===== config.mk =====
export PLATFORM = sky130hd
export DESIGN_NAME = seg_scan_decoder
export DESIGN_NICKNAME = d
export VERILOG_FILES = /design/src/rtl/seg_pkg.sv /design/src/rtl/seg_pattern_decode.sv /design/src/rtl/seg_scan_decoder.sv
export SDC_FILE = /design/constraint.sdc
export NUM_CORES = 1
export LEC_CHECK = 0
export CAP_MARGIN = 20
export CELL_PAD_IN_SITES_DETAIL_PLACEMENT = 0
export CELL_PAD_IN_SITES_GLOBAL_PLACEMENT = 2
export CORE_MARGIN = 3
export CORE_UTILIZATION = 35
export CTS_CLUSTER_DIAMETER = 30
export DETAILED_ROUTE_END_ITERATION = 8
export MAX_ROUTING_LAYER = met4
export PLACE_DENSITY_LB_ADDON = 0.12
export SKIP_CTS_REPAIR_TIMING = 1
export SYNTH_ARGS = -nofsm -noshare
export SYNTH_HDL_FRONTEND = slang
export SYNTH_SLANG_ARGS = --single-unit

===== constraint.sdc =====
create_clock -name clk -period 2.6 [get_ports clk]
set_input_delay 0.52 -clock clk [delete_from_list [all_inputs] [get_ports clk]]
set_output_delay 0.52 -clock clk [all_outputs]
set_load 0.01 [all_outputs]

===== src/rtl/seg_pkg.sv =====
`default_nettype none
// ============================================================================
// Package     : seg_pkg
// Description : Shared definitions for the seven-segment scan driver and its
//               receive-side decoder: active-low hex segment codes, the blank
//               pattern, the default digit count and the scan FSM state type.
// Ports       : none (package)
// Revision    : 1.0 - initial release
// ============================================================================
package seg_pkg;

  // Active-low segment codes, seg[0]=a .. seg[6]=g, seg[7]=dp (dp off).
  localparam logic [7:0] SEG_0 = 8'hC0;
  localparam logic [7:0] SEG_1 = 8'hF9;
  localparam logic [7:0] SEG_2 = 8'hA4;
  localparam logic [7:0] SEG_3 = 8'hB0;
  localparam logic [7:0] SEG_4 = 8'h99;
  localparam logic [7:0] SEG_5 = 8'h92;
  localparam logic [7:0] SEG_6 = 8'h82;
  localparam logic [7:0] SEG_7 = 8'hF8;
  localparam logic [7:0] SEG_8 = 8'h80;
  localparam logic [7:0] SEG_9 = 8'h90;
  localparam logic [7:0] SEG_A = 8'h88;
  localparam logic [7:0] SEG_B = 8'h83;
  localparam logic [7:0] SEG_C = 8'hC6;
  localparam logic [7:0] SEG_D = 8'hA1;
  localparam logic [7:0] SEG_E = 8'h86;
  localparam logic [7:0] SEG_F = 8'h8E;

  // All seven segments dark.
  localparam logic [6:0] SEG_BLANK = 7'h7F;

  localparam int DIGITS_DEF = 6;

  typedef enum logic [1:0] {
    IDLE    = 2'd0,
    SETTLE  = 2'd1,
    CAPTURE = 2'd2,
    HOLD    = 2'd3
  } seg_state_t;

endpackage
`default_nettype wire


===== src/rtl/seg_pattern_decode.sv =====
`default_nettype none
// ============================================================================
// Module      : seg_pattern_decode
// Description : Combinational lookup of a 7-bit active-low segment pattern
//               (dp excluded) into {legal, blank, value}.
// Ports       : pat_i   [6:0] active-low segments a..g
//               legal_o       pattern is one of the 16 hex glyphs
//               blank_o       pattern is all segments off
//               value_o [3:0] hex value when legal_o, else 0
// Revision    : 1.0 - initial release
// ============================================================================
module seg_pattern_decode
  import seg_pkg::*;
(
  input  logic [6:0] pat_i,
  output logic       legal_o,
  output logic       blank_o,
  output logic [3:0] value_o
);

  always_comb begin
    legal_o = 1'b1;
    blank_o = 1'b0;
    value_o = 4'h0;
    case (pat_i)
      SEG_0[6:0]: value_o = 4'h0;
      SEG_1[6:0]: value_o = 4'h1;
      SEG_2[6:0]: value_o = 4'h2;
      SEG_3[6:0]: value_o = 4'h3;
      SEG_4[6:0]: value_o = 4'h4;
      SEG_5[6:0]: value_o = 4'h5;
      SEG_6[6:0]: value_o = 4'h6;
      SEG_7[6:0]: value_o = 4'h7;
      SEG_8[6:0]: value_o = 4'h8;
      SEG_9[6:0]: value_o = 4'h9;
      SEG_A[6:0]: value_o = 4'hA;
      SEG_B[6:0]: value_o = 4'hB;
      SEG_C[6:0]: value_o = 4'hC;
      SEG_D[6:0]: value_o = 4'hD;
      SEG_E[6:0]: value_o = 4'hE;
      SEG_F[6:0]: value_o = 4'hF;
      SEG_BLANK: begin
        legal_o = 1'b0;
        blank_o = 1'b1;
      end
      default: legal_o = 1'b0;
    endcase
  end

endmodule
`default_nettype wire


===== src/rtl/seg_scan_decoder.sv =====
`default_nettype none
// ============================================================================
// Module      : seg_scan_decoder
// Description : Watches a multiplexed active-low sel/seg display bus, waits
//               for each scan slot to be stable for STABLE_CYCLES samples and
//               decodes the glyph back into a per-digit hex register.
// Ports       : clk, rstn (async, active-low)
//               sel  [DIGITS-1:0]   digit select, one-hot-low
//               seg  [7:0]          segments, active-low, seg[7]=dp
//               digits [4*DIGITS-1:0], digit_vld, dp  captured state
//               frame_done, err_sel, err_seg        one-cycle pulses
//               err_cnt [7:0]       only with SEG_DEC_ERR_CNT_EN defined
// Options     : `define SEG_DEC_ERR_CNT_EN adds a saturating error counter.
// Revision    : 1.0 - initial release
// ============================================================================
module seg_scan_decoder
  import seg_pkg::*;
#(
  parameter int DIGITS        = DIGITS_DEF,
  parameter int STABLE_CYCLES = 4
) (
  input  logic                  clk,
  input  logic                  rstn,
  input  logic [DIGITS-1:0]     sel,
  input  logic [7:0]            seg,
  output logic [4*DIGITS-1:0]   digits,
  output logic [DIGITS-1:0]     digit_vld,
  output logic [DIGITS-1:0]     dp,
  output logic                  frame_done,
  output logic                  err_sel,
  output logic                  err_seg
`ifdef SEG_DEC_ERR_CNT_EN
  ,
  output logic [7:0]            err_cnt
`endif
);

  localparam logic [3:0] c_stable = 4'(STABLE_CYCLES);

  logic [DIGITS-1:0]   s_sel_q;
  logic [7:0]          s_seg_q;
  seg_state_t          state_q, state_d;
  logic [3:0]          cnt_q, cnt_d;
  logic [DIGITS-1:0]   seen_q, seen_d;
  logic [4*DIGITS-1:0] digits_q, digits_d;
  logic [DIGITS-1:0]   vld_q, vld_d;
  logic [DIGITS-1:0]   dp_q, dp_d;
  logic                frame_q, frame_d;
  logic                esel_q, esel_d;
  logic                eseg_q, eseg_d;

  logic                w_chg;
  logic                w_sel_idle;
  logic [3:0]          w_cnt_inc;
  logic [DIGITS-1:0]   w_low;
  logic                w_one_low;
  logic                w_capture;
  logic [DIGITS-1:0]   w_seen;
  logic                w_legal;
  logic                w_blank;
  logic [3:0]          w_value;

  seg_pattern_decode u_decode (
    .pat_i   (s_seg_q[6:0]),
    .legal_o (w_legal),
    .blank_o (w_blank),
    .value_o (w_value)
  );

  // The incoming sample is compared against the last registered one; the
  // register stage itself is the "previous sample".
  assign w_chg      = (sel != s_sel_q) || (seg != s_seg_q);
  assign w_sel_idle = &sel;
  assign w_cnt_inc  = cnt_q + 4'd1;
  assign w_low      = ~s_sel_q;
  // Exactly one select low: non-zero and a power of two.
  assign w_one_low  = (w_low != '0) && ((w_low & (w_low - DIGITS'(1))) == '0);

  // Scan-slot FSM. Capture fires on the edge where the count of equal
  // samples reaches STABLE_CYCLES, so outputs appear on that same edge.
  always_comb begin
    state_d   = state_q;
    cnt_d     = cnt_q;
    w_capture = 1'b0;
    case (state_q)
      IDLE: begin
        if (w_chg && !w_sel_idle) begin
          state_d = SETTLE;
          cnt_d   = '0;
        end
      end
      SETTLE: begin
        if (w_chg) begin
          state_d = w_sel_idle ? IDLE : SETTLE;
          cnt_d   = '0;
        end else if (w_cnt_inc == c_stable) begin
          state_d   = CAPTURE;
          cnt_d     = w_cnt_inc;
          w_capture = 1'b1;
        end else begin
          cnt_d = w_cnt_inc;
        end
      end
      default: begin  // CAPTURE lasts one cycle, then HOLD
        if (w_chg) begin
          state_d = w_sel_idle ? IDLE : SETTLE;
          cnt_d   = '0;
        end else begin
          state_d = HOLD;
        end
      end
    endcase
  end

  always_comb begin
    seen_d   = seen_q;
    digits_d = digits_q;
    vld_d    = vld_q;
    dp_d     = dp_q;
    frame_d  = 1'b0;
    esel_d   = 1'b0;
    eseg_d   = 1'b0;
    w_seen   = seen_q | w_low;
    if (w_capture) begin
      if (w_one_low) begin
        for (int i = 0; i < DIGITS; i++) begin
          if (w_low[i]) begin
            dp_d[i] = ~s_seg_q[7];
            if (w_legal) begin
              digits_d[4*i +: 4] = w_value;
              vld_d[i]           = 1'b1;
            end else begin
              vld_d[i] = 1'b0;
              eseg_d   = ~w_blank;
            end
          end
        end
        // Completing the mask pulses frame_done and restarts the frame.
        if (&w_seen) begin
          frame_d = 1'b1;
          seen_d  = '0;
        end else begin
          seen_d = w_seen;
        end
      end else if (w_low != '0) begin
        esel_d = 1'b1;
      end
    end
  end

  always_ff @(posedge clk or negedge rstn) begin
    if (!rstn) begin
      s_sel_q  <= '1;
      s_seg_q  <= '1;
      state_q  <= IDLE;
      cnt_q    <= '0;
      seen_q   <= '0;
      digits_q <= '0;
      vld_q    <= '0;
      dp_q     <= '0;
      frame_q  <= 1'b0;
      esel_q   <= 1'b0;
      eseg_q   <= 1'b0;
    end else begin
      s_sel_q  <= sel;
      s_seg_q  <= seg;
      state_q  <= state_d;
      cnt_q    <= cnt_d;
      seen_q   <= seen_d;
      digits_q <= digits_d;
      vld_q    <= vld_d;
      dp_q     <= dp_d;
      frame_q  <= frame_d;
      esel_q   <= esel_d;
      eseg_q   <= eseg_d;
    end
  end

  assign digits     = digits_q;
  assign digit_vld  = vld_q;
  assign dp         = dp_q;
  assign frame_done = frame_q;
  assign err_sel    = esel_q;
  assign err_seg    = eseg_q;

`ifdef SEG_DEC_ERR_CNT_EN
  logic [7:0] err_cnt_q, err_cnt_d;

  // Counts alongside the pulse itself; sticks at 255.
  always_comb begin
    err_cnt_d = err_cnt_q;
    if ((esel_d || eseg_d) && (err_cnt_q != 8'hFF)) begin
      err_cnt_d = err_cnt_q + 8'd1;
    end
  end

  always_ff @(posedge clk or negedge rstn) begin
    if (!rstn) begin
      err_cnt_q <= '0;
    end else begin
      err_cnt_q <= err_cnt_d;
    end
  end

  assign err_cnt = err_cnt_q;
`endif

endmodule
`default_nettype wire

Word-level counts from Yosys, hierarchy flattened
Index checks and enable logic that the tools add are counted.

Register bits: 65. Input bits: 16.

Add/subtract/negate cells: 2. Equal/unequal tests: 22. Mux-type cells: 40. Bitwise logic cells: 5. Reduce and logical (&&, ||, !) cells: 27.

Operator list (count): 4-bit case mux with 15 select lines (1); 7-bit == test, second input constant (5); 1-bit 2-to-1 mux (29); 4-bit AND reduction (6); 7-bit by 5-bit == test with 1-bit output, second input constant (3); 7-bit by 6-bit == test with 1-bit output, second input constant (3); 3-bit AND reduction (6); 16-bit OR reduction (1); 7-bit by 2-bit == test with 1-bit output, second input constant (2); 7-bit by 4-bit == test with 1-bit output, second input constant (2); 4-bit 2-to-1 mux (3); 6-bit AND reduction (2); 2-bit 2-to-1 mux (4); 8-bit inequality test (1); 4-bit case mux with 2 select lines (1); 7-bit by 3-bit == test with 1-bit output, second input constant (1); 7-bit zero test (1); 6-bit AND (1); 6-bit zero test (1); 6-bit 2-to-1 mux (1); 6-bit inequality test (1); 6-bit NOT (1); 6-bit OR (1); 2-bit AND reduction (3); 14 further kinds (16).

Depth between registers and ports, before layout
Depth in word-level cells: 19. Depth in mapped cells: 8. Depth with buffers taken out: 7.

Modules after synthesis
Synthesis repeated with hierarchy kept, for this count alone.

Cells, all modules: 288. Area, all modules: 3224.3 µm².

By module, submodules not included: seg_scan_decoder (instances 1, cells an instance 232, area each 2885.3 µm², seq. area each 1644.1 µm²); seg_pattern_decode (instances 1, cells an instance 56, area each 339.1 µm², seq. area each 0.0 µm²).

Least setup slack after synthesis
OpenSTA, ideal clock, no wires.

Kind: input-to-reg. Start point: input seg[5]. End point: register digits_q[10], in the netlist digits[10]. Setup time: 0.128 ns. Arrival: 2.195 ns. Data required time: 2.472 ns. Path slack: 0.278 ns. Cell stages on the path: 7. Cell sequence: xor2_1 -> nor4_1 -> and4_1 -> nand4bb_4 -> buf_4 -> nor3_4 -> mux2_1.

Cells in the longest elaborated chain, start to end: 5.

RTL lines: from (decl) (line seg_scan_decoder.sv:25) `input logic [7:0] seg,`; 8-bit inequality test (line seg_scan_decoder.sv:72) `assign w_chg = (sel != s_sel_q) || (seg != s_seg_q);`; 1-bit logical OR (line seg_scan_decoder.sv:72); 1-bit 2-to-1 mux (line seg_scan_decoder.sv:93) `if (w_chg) begin`; 1-bit 2-to-1 mux (line seg_scan_decoder.sv:85) `case (state_q)`; 4-bit AND reduction (no source line); to (signal assigned) (line seg_scan_decoder.sv:170) `digits_q <= digits_d;`; to (decl) (line seg_scan_decoder.sv:45) `logic [4*DIGITS-1:0] digits_q, digits_d;`.

No other way between the ends. A chain may end at the register's enable or synchronous reset.

Worst setup path after layout
Start point: input seg[6]. End point: register digits_q[19], in the netlist digits[19].

Same word-level chain as after synthesis.

==> flow_summary_export.csv <==
group,metric,value,unit
status,outcome,"finished clean",
synthesis,synth_cell_types,53,
timing,skew,11.9,ps
synthesis,synthAdderAreaFrac,1.07,%
synthesis,seq_area_frac_synth,50.0,%
synthesis,synth_top_area_share,38.8,%
final_layout,area_delta_synth_final,31.5,%
synthesis,synthesis.area,3290,µm²
synthesis,syn_inst,294,
timing,tns,0,ps
worst_setup_path,crit_required,2820,ps
timing,final-setup-viol-count,0,
routing,viasPerCell,5.06,
worst_setup_path,critPathTopFamily,"simple AND/OR/NAND/NOR gates",
worst_setup_path,critical_path_buf_inv_count,2,
final_layout,final_area,4320,µm²
synthesis,synth_area_leader_cell,"dfrtp_1",
grt,grtUsageTotal,16.0,%
timing,fmax,0.404,GHz
final_layout,drive_above_1_share,22.2,%
worst_setup_path,critPathMaxStageDelay,460,ps
grt,antenna_found_initial,0,
die,coreArea,8930,µm²
synthesis,synth_common_cells,"51 x dfrtp_1, 18 x mux2_1, 16 x o21ai_0",
placed_design,globalplace.congestion,0.736,
worst_setup_path,r2r_slack,140,ps
placed_design,place.detailed.hpwl,5.55,mm
synthesis,async_flop_share,100,%
power,p_leak,1.88,nW
timing,rsz0062_at_grt,"yes",
synthesis,yosys.cell_count.top_type,"dfrtp_1",
die,start_util,36.8,%
timing,fin_crit,2470,ps
synthesis,synthSimpleGateAreaFrac,17.6,%
final_layout,diodes,0,
worst_setup_path,arrival,2700,ps
clocking,cts_tree,"done",
timing,hold_ws,339,ps
final_layout,post-route-util,48.4,%
synthesis,yosys-mux-area-fraction,9.74,%
worst_setup_path,start_kind,"primary input",
min_path,hold_class,"primary input to async pin",
routing,vias,2461,
synthesis,yosys-top-cells-area,"dfrtp_1 39%, dfstp_2 11%, mux2_1 6.2%",
die,rows,34,
final_layout,finalNonFillerCells,486,
worst_setup_path,end_kind,"flop",
worst_setup_path,cp_cell_sequence,"clkdlybuf4s50_1 > xor2_1 > nor4_2 > and4_1 > nand4bb_4 > buf_12 > nor3_2 > mux2_1",
timing,min_period_over_period,95.1,%
synthesis,synth_top_family_by_area,"simple AND/OR/NAND/NOR gates",
routing,wirelength,7.57,mm
die,io_pins,55,
timing,finalHoldViolCount,0,
synthesis,yosysWarnings,0,
flow_run,drv_cap,0,
placed_design,pre_cts_slack,-282,ps
clocking,clock_path_buffers,2,
timing,drv_slew,0,
worst_setup_path,critPathSlowestCell,"clkdlybuf4s50_1",
clocking,numCtsBuffers,9,
clocking,cts_num_sinks,65,
grt,gr-total-overflow,0,
routing,drc,0,
clocking,htree_levels,3,
worst_setup_path,ff2ff_path_depth,7,
timing,relSlewSlack,45.7,%
routing,final_antenna_net_count,0,
synthesis,synth_edf_count,0,
clocking,root_buffer,"clkbuf_8",
worst_setup_path,crit_fanout,13,
clocking,clkTransAtPathRegs,80,ps
final_layout,fin_nets,391,
synthesis,synth_nets,312,
power,vdd.ir_drop.worst,234,µV
routing,drt_iter0_drc,85,
power,total_power,2.02,mW
routing,avgRoutedWirePerCell,15.6,µm
timing,worstMarginPinSlew,814,ps
worst_setup_path,critPathKind,"primary input to flop",
die,die_w,103,µm
placed_design,placedCellCount,469,
routing,dr.pass1.iters,4,
placed_design,portBuffers,54,
grt,grt_start_max_net_pins,66,
worst_setup_path,path_depth,8,
timing,setup_ws,127,ps
power,p_per_area,467,nW/µm²
clocking,insertion_delay,340,ps
placed_design,place_area,4120,µm²
grt,grt_first_pass_wirelength,12.9,mm
synthesis,ys_seq_elements,65,
synthesis,ys.flop_type,"dfrtp_1",
die,dieHeight,103,µm
grt,first_global_vias,2538,
synthesis,synth-xor-area-share,4.53,%
synthesis,synth_compound_area_share,12.5,%
synthesis,syn_area_per_cell,11.2,µm²
die,die_area,10600,µm²
==> layer usage <==
| layer | wire, µm | GRT usage [%] | vias to the layer above |
|---|---|---|---|
| met3 | 317 | 3.45 | 7 |
| met1 | 3730 | 22.4 | 1182 |
| met5 | 0 | - | - |
| met2 | 3450 | 23.6 | 46 |
| li1 | - | - | 1226 |
| met4 | 72 | 4.18 | 0 |
==> cells in the final DEF, fill, tap and decap left out, types with 10 or more instances in the layout <==
| cell type | netlist | final |
|---|---|---|
| clkdlybuf4s50_1 | 0 | 53 |
| dfrtp_1 | 51 | 51 |
| buf_4 | 2 | 32 |
| mux2_1 | 18 | 18 |
| o21ai_0 | 16 | 16 |
| inv_1 | 15 | 15 |
| xor2_1 | 15 | 15 |
| nor2_1 | 14 | 14 |
| dfstp_2 | 14 | 13 |
| a21oi_1 | 11 | 11 |
| o31ai_1 | 11 | 11 |
| nand2_1 | 10 | 10 |
| clkbuf_8 | 0 | 10 |
==> where the power goes <==
| group | internal [mW] | total [mW] | switching [mW] |
|---|---|---|---|
| Combinational | 0.0751 | 0.175 | 0.0997 |
| Clock | 0.377 | 0.782 | 0.405 |
| Sequential | 1.03 | 1.06 | 0.0282 |
==> worst register-to-register path, delay by kind of cell, from the launching register on <==
kind	cells	cell delay, ps
simple gates	4	1010
flops	1	710
mux	1	350
buf+inv	1	170
xor+xnor	1	110
==> state kept, by name (all words and copies together) (netlist names) <==
register and count:
cnt_q 4, digit_vld 6, digits 24, dp 6, err_seg 1, err_sel 1
frame_done 1, s_seg_q 8, s_sel_q 6, seen_q 6, state_q 2
==> cells by family after synthesis <==
family	count (synthesis)
buffers and inverters	34
muxes	29
adders and majority gates	3
and+or+nand+nor	83
AOI/OAI and AO/OA	63
xor gates and xnor gates	17
DFF	65
==> final cells by class <==
cell class	instances	area [µm²]
timing repair buffer	87	796
tap	108	135
clock inverter	5	41.3
fill	860	4610
clock buffer	11	141
inverter	15	56.3
multi-input combinational	195	1510
sequential	65	1650
==> worst paths after layout <==
check | startpoint | to
hold reg to reg | digits[9]$_DFFE_PN0P_ | digits[9]$_DFFE_PN0P_
setup reg to reg | s_seg_q[6]$_DFF_PN1_ | digits[19]$_DFFE_PN0P_
setup / recovery | seg[6] | digits[19]$_DFFE_PN0P_
max in group asynchronous | rstn | cnt_q[0]$_DFFE_PN0P_
min in group clk | digits[9]$_DFFE_PN0P_ | digits[9]$_DFFE_PN0P_
hold / removal | rstn | digits[11]$_DFFE_PN0P_
Note: power is estimated with default switching activity, not from simulation.
